$ cat config.mk
export PLATFORM = sky130hd
export DESIGN_NAME = rx_fifo_ctrl_mux
export DESIGN_NICKNAME = d
export VERILOG_FILES = /design/src/rtl/rx_fifo_ctrl_mux.sv
export SDC_FILE = /design/constraint.sdc
export NUM_CORES = 1
export LEC_CHECK = 0
export BUFFER_PORTS_ARGS = -buffer_cell sky130_fd_sc_hd__buf_2
export CAP_MARGIN = 5
export CORE_MARGIN = 1
export CORE_UTILIZATION = 40
export DETAILED_ROUTE_END_ITERATION = 8
export HOLD_SLACK_MARGIN = 0.15
export MAX_ROUTING_LAYER = met4
export PLACE_DENSITY = 0.62
export REMOVE_ABC_BUFFERS = 1
export SLEW_MARGIN = 20
export SYNTH_ARGS = -nofsm -noshare
export SYNTH_HDL_FRONTEND = slang
export SYNTH_SLANG_ARGS = --single-unit
$ cat constraint.sdc
create_clock -name clock -period 5.2 [get_ports clock]
set_clock_uncertainty 0.2 [all_clocks]
set_input_delay 1.04 -clock clock [delete_from_list [all_inputs] [get_ports clock]]
set_output_delay 1.04 -clock clock [all_outputs]
set_load 0.01 [all_outputs]
$ cat src/rtl/rx_fifo_ctrl_mux.sv
// ----------------------------------------------------------------------------
// rx_fifo_ctrl_mux
// Rx FIFO byte serialiser for up to NR receivers. On spd_rdy it snapshots the
// I/Q samples of every receiver and streams the selected base receiver first,
// then each receiver flagged in Sync (ascending, base excluded). Every sample
// goes out MSB-first as bytes: I bytes, then Q bytes. A full FIFO sends the
// block into CLEAR, which requests a flush until the FIFO reports empty.
//
// Ports
//   clock          system clock, rising edge
//   reset          synchronous, active-low
//   Rx_number      base receiver index (values >= NR select receiver 0)
//   data_in_I/Q    flattened samples, receiver k at [k*SW +: SW]
//   spd_rdy        new sample set available (level)
//   Sync           extra receivers to send after the base
//   fifo_full      Rx byte FIFO full
//   Rx_fifo_empty  Rx byte FIFO empty
//   wrenable       byte write strobe (registered)
//   data_out       byte to the FIFO (registered, holds when idle)
//   convert_state  combinational: idle in WAIT with no pending sample set
//   fifo_clear     FIFO flush request (registered)
//   clear_count    saturating count of flush events (registered)
// ----------------------------------------------------------------------------
module rx_fifo_ctrl_mux #(
   parameter int unsigned NR           = 8,
   parameter int unsigned SAMPLE_BYTES = 3,
   parameter int unsigned CNT_W        = 16
) (
   input  logic                            clock,
   input  logic                            reset,
   input  logic [$clog2(NR)-1:0]           Rx_number,
   input  logic [NR*8*SAMPLE_BYTES-1:0]    data_in_I,
   input  logic [NR*8*SAMPLE_BYTES-1:0]    data_in_Q,
   input  logic                            spd_rdy,
   input  logic [NR-1:0]                   Sync,
   input  logic                            fifo_full,
   input  logic                            Rx_fifo_empty,
   output logic                            wrenable,
   output logic [7:0]                      data_out,
   output logic                            convert_state,
   output logic                            fifo_clear,
   output logic [CNT_W-1:0]                clear_count
);

   localparam int unsigned SW     = 8 * SAMPLE_BYTES;
   localparam int unsigned CH_W   = $clog2(NR);
   localparam int unsigned NBYTES = 2 * SAMPLE_BYTES;
   localparam int unsigned BIDX_W = $clog2(NBYTES);
   localparam int unsigned VEC_W  = NR * SW;

   localparam logic [BIDX_W-1:0] LAST_BYTE = BIDX_W'(NBYTES - 1);

   typedef enum logic [1:0] {
      ST_WAIT  = 2'd0,
      ST_SEND  = 2'd1,
      ST_HOLD  = 2'd2,
      ST_CLEAR = 2'd3
   } state_t;

   state_t              state_q,   state_d;
   logic [VEC_W-1:0]    snap_i_q,  snap_i_d;
   logic [VEC_W-1:0]    snap_q_q,  snap_q_d;
   logic [CH_W-1:0]     cur_ch_q,  cur_ch_d;
   logic [NR-1:0]       pend_q,    pend_d;
   logic [BIDX_W-1:0]   byte_q,    byte_d;
   logic                wr_q,      wr_d;
   logic [7:0]          dout_q,    dout_d;
   logic                clr_q,     clr_d;
   logic [CNT_W-1:0]    cnt_q,     cnt_d;
   logic [CH_W-1:0]     base_c;

   // Byte idx of a channel's slot: 0..SB-1 walk I from MSB, SB..2SB-1 walk Q.
   function automatic logic [7:0] pick_byte(input logic [VEC_W-1:0]  iv,
                                            input logic [VEC_W-1:0]  qv,
                                            input logic [CH_W-1:0]   ch,
                                            input logic [BIDX_W-1:0] idx);
      logic [SW-1:0] s;
      int unsigned   sel;
      if (32'(idx) < SAMPLE_BYTES) begin
         s   = iv[32'(ch) * SW +: SW];
         sel = SAMPLE_BYTES - 1 - 32'(idx);
      end else begin
         s   = qv[32'(ch) * SW +: SW];
         sel = NBYTES - 1 - 32'(idx);
      end
      return s[sel * 8 +: 8];
   endfunction

   // Lowest set bit of the pending mask gives the next channel in ascending order.
   function automatic logic [CH_W-1:0] lowest_set(input logic [NR-1:0] m);
      logic [CH_W-1:0] r;
      r = '0;
      for (int i = NR - 1; i >= 0; i--) begin
         if (m[i]) r = CH_W'(i);
      end
      return r;
   endfunction

   // Out-of-range base receiver falls back to receiver 0.
   always_comb begin
      base_c = Rx_number;
      if (32'(Rx_number) >= NR) base_c = '0;
   end

   // State and datapath registers.
   always_ff @(posedge clock) begin
      if (!reset) begin
         state_q  <= ST_WAIT;
         snap_i_q <= '0;
         snap_q_q <= '0;
         cur_ch_q <= '0;
         pend_q   <= '0;
         byte_q   <= '0;
         wr_q     <= 1'b0;
         dout_q   <= 8'h00;
         clr_q    <= 1'b0;
         cnt_q    <= '0;
      end else begin
         state_q  <= state_d;
         snap_i_q <= snap_i_d;
         snap_q_q <= snap_q_d;
         cur_ch_q <= cur_ch_d;
         pend_q   <= pend_d;
         byte_q   <= byte_d;
         wr_q     <= wr_d;
         dout_q   <= dout_d;
         clr_q    <= clr_d;
         cnt_q    <= cnt_d;
      end
   end

   // Next-state and next-output logic.
   always_comb begin
      state_d  = state_q;
      snap_i_d = snap_i_q;
      snap_q_d = snap_q_q;
      cur_ch_d = cur_ch_q;
      pend_d   = pend_q;
      byte_d   = byte_q;
      wr_d     = 1'b0;
      dout_d   = dout_q;
      clr_d    = 1'b0;
      cnt_d    = cnt_q;

      case (state_q)
         ST_WAIT: begin
            if (fifo_full) begin
               // Flush has priority; a pending sample set waits for the return.
               state_d = ST_CLEAR;
               clr_d   = 1'b1;
               if (cnt_q != '1) cnt_d = cnt_q + CNT_W'(1);
            end else if (spd_rdy) begin
               snap_i_d         = data_in_I;
               snap_q_d         = data_in_Q;
               cur_ch_d         = base_c;
               pend_d           = Sync;
               pend_d[base_c]   = 1'b0;
               byte_d           = '0;
               wr_d             = 1'b1;
               dout_d           = pick_byte(data_in_I, data_in_Q, base_c, '0);
               state_d          = ST_SEND;
            end
         end

         ST_SEND: begin
            wr_d = 1'b1;
            if (byte_q == LAST_BYTE) begin
               if (pend_q == '0) begin
                  wr_d    = 1'b0;
                  state_d = ST_HOLD;
               end else begin
                  // Move straight to the next channel so wrenable has no gap.
                  cur_ch_d         = lowest_set(pend_q);
                  pend_d[cur_ch_d] = 1'b0;
                  byte_d           = '0;
                  dout_d           = pick_byte(snap_i_q, snap_q_q, cur_ch_d, '0);
               end
            end else begin
               byte_d = byte_q + BIDX_W'(1);
               dout_d = pick_byte(snap_i_q, snap_q_q, cur_ch_q, byte_d);
            end
         end

         ST_HOLD: begin
            if (!spd_rdy) state_d = ST_WAIT;
         end

         ST_CLEAR: begin
            clr_d = 1'b1;
            if (Rx_fifo_empty) begin
               clr_d   = 1'b0;
               state_d = ST_WAIT;
            end
         end

         default: begin
            state_d = ST_WAIT;
         end
      endcase
   end

   assign wrenable      = wr_q;
   assign data_out      = dout_q;
   assign fifo_clear    = clr_q;
   assign clear_count   = cnt_q;
   assign convert_state = (state_q == ST_WAIT) && !spd_rdy;

endmodule
==> qor.txt <==
DPL Wire Length: 50800 um
first-pass GRT wire length: 109000 um
Synth area leaders: dfxtp_1 44%, nand2_1 17%, a21oi_1 11%, mux4_2 7.6%, clkbuf_1 3.0%
Post-Syn Area: 19500 um^2
layout net count: 3179
share of power burned in registers: 38.4%
vias post-DR: 19300
Post-Syn Area per Cell: 7.98 um^2
CP endpoint kind: flop
CP arrival: 4.67 ns
RSZ-0062 raised after global routing: false
Synth cell types: 78
status: complete, no violations
EDFF count, synth: 0
worst path required time: 5.54 ns
# Post-CTS Setup Buffers: 0
post-route total power: 10.4 mW
remaining routing DRC violations: 0
pin count of the biggest net entering global routing: 208
Max Slew Vio Count: 0
Post-CTS Resized: 0
ys async rst share: 0%
switching fraction of total power: 35.4%
max frequency: 0.231 GHz
share of the clock period used by the worst path: 83.2%
Worst-Margin Slew: 1.10 ns
Mapped Cells: 2448
Synth area leader: dfxtp_1
CTS tree: built
Post-DRT Antenna Nets: 0
Final Non-Filler Cells: 3426
die width: 223 um
maxcap violations: 0
WS Path Type: flop to flop
setup TNS: 0 ns
Via density: 5.63
dpl cells: 3333
pre-CTS setup slack: 0.904 ns
LEAKAGE: 8.96 nW
Yosys reg bits: 426
input/output buffers: 426
number of global-route vias before repair: 18400
clock sink total: 426
share of layout cells above drive strength 1: 22.5%
routed wire length: 72300 um
Synth Warn #: 0
# setup viols final: 0
P_sw: 3.67 mW
PD cells: 440 nW/um^2
post-synth top area share: 43.7%
hold slack: 0.251 ns
post-route worst setup slack: 0.872 ns
CP Launch Type: flop
antenna violations before repair: 6
TritonCTS Buffers: 48
fin crit period: 4.33 ns
internal power: 6.70 mW
DIE HEIGHT: 223 um
Worst-Skew Late Latency: 0.59 ns
Root Buffer: clkbuf_16
Total Die Area: 49700 um^2
combinational group share of total power: 28.9%
Core Area: 47900 um^2
Initial Util: 40.7%
H-tree Lvls: 2
Clock Tree Buf Depth: 3
Peak VDD IR: 223 uV
CTS clk-pin slew, worst paths: 0.06 ns
# rows: 80
routability cong.: 0.898
Layout area overhead: 20.6%
# IOs: 427
drt wl/cell: 21.1 um
initial DRC count: 1906
drt pass-1 iters: 6
final hold violation count: 0
CTS Hold Bufs: 0
Congestion Overflow GR: 0
Clk pwr share: 32.8%
GRT Total Usage: 29.3%
crit path max fanout: 20
post-synthesis sequential area ratio: 43.7%
Top FF cell, synth: dfxtp_1
# fillers: 4753
Slew HR: 27.0%
Hold WC Path Type: flop to flop
==> stage by stage <==
stage               util (%)  instance area (um^2)
floorplan                  -                 18700
global placement        45.8                 22000
global route            49.1                 23600
CTS                     49.1                 23500
finish                  49.1                 23600
detailed placement      45.8                 22000
==> critical path, stage by stage, from the launching register on <==
cell and delay [ns]:
dfxtp_1 0.42, ha_1 0.34, xnor2_4 0.55, ha_1 0.35, nand2b_1 0.35, a21oi_2 0.84
a22oi_1 0.16, o211ai_1 0.15, o21ai_0 0.16, a2111oi_0 0.54, a221o_1 0.21
==> path summary, 6_finish.rpt <==
kind | end | depth (start not counted) | from | slack (ns)
max | data_out[4] | 10 | byte_q[0] | 0.87
min | snap_i_q[105] | 2 | snap_i_q[105] | 0.25
max reg2reg | data_out[4] | 10 | byte_q[0] | 0.87
min reg2reg | snap_i_q[105] | 2 | snap_i_q[105] | 0.25
==> power groups by stage <==
| stage | registers, mW | clock network [mW] | logic [mW] |
|---|---|---|---|
| 6_report | 3.98 | 3.40 | 2.99 |
| 2_1_floorplan | 3.97 | 0 | 2.02 |
| 3_5_place_dp | 4.04 | 0 | 2.97 |
| 4_1_cts | 3.97 | 3.44 | 2.97 |
| 3_3_place_gp | 4.03 | 0 | 2.93 |
| 5_1_grt | 4.02 | 3.57 | 3.24 |
==> cell families after synthesis <==
logic type	after synthesis	share of synthesized area, %
DFF	426	43.7
adders and majority gates	11	0.705
buffers and inverters	206	4.48
muxes	114	10.2
and+or+nand+nor	1065	21.9
xor gates and xnor gates	14	0.724
AOI/OAI and AO/OA	612	18.3
==> synthesized netlist by cell type, drive strengths merged, types with 4 or more instances <==
master,instances
a31oi,18
a211oi,5
a222oi,16
dfxtp,426
nand4,7
nor2,57
o22ai,6
inv,15
a22oi,11
nor4,5
nand2b,13
mux4,67
ha,11
a21oi,416
and3,10
nor2b,7
a221oi,12
and2,4
nand3,61
buf,34
a21boi,4
xor2,10
a22o,6
a21o,18
xnor2,4
clkbuf,156
nor3,8
nand2,878
a221o,7
mux2,11
a32oi,6
mux2i,36
o21ai,40
o211ai,12
==> per-layer routing <==
| metal | track usage [%] | vias to the layer above | part of all wire [%] |
|---|---|---|---|
| li1 | - | 9095 | - |
| met1 | 39.0 | 9282 | 44 |
| met2 | 45.4 | 774 | 46 |
| met3 | 4.86 | 126 | 6.9 |
| met4 | 9.30 | 0 | 2.9 |
| met5 | - | - | 0 |
==> state kept, by name (all words and copies together), names as in the netlist <==
register     flops
byte_q           3
clear_count     16
cur_ch_q         3
data_out         8
fifo_clear       1
pend_q           8
snap_i_q       192
snap_q_q       192
state_q          2
wrenable         1
==> area by class of cell <==
cell class / count / area (um^2) / area share (%)
multi-input combinational: 1816 / 10200 / 43.1
sequential: 426 / 8530 / 36.2
timing repair buffer: 460 / 2440 / 10.4
clock buffer: 76 / 1450 / 6.15
tap: 615 / 769 / 3.27
clock inverter: 11 / 115 / 0.489
inverter: 16 / 70.1 / 0.297
antenna: 6 / 15.0 / 0.0637
==> placed cells by master, fill, tap and decap left out, types with 12 or more instances in the layout <==
master     count
mux2i_1       36
a21oi_1      415
nand3_1       61
buf_4         29
clkbuf_16     49
inv_1         12
a221oi_1      12
a21o_1        18
nand2_1      877
clkbuf_8      12
nand2b_1      13
nor2_1        53
buf_2        426
a31oi_1       18
clkbuf_1      15
o21ai_0       40
mux4_2        66
a222oi_1      16
dfxtp_1      424
(Power assumes the default switching activity.)
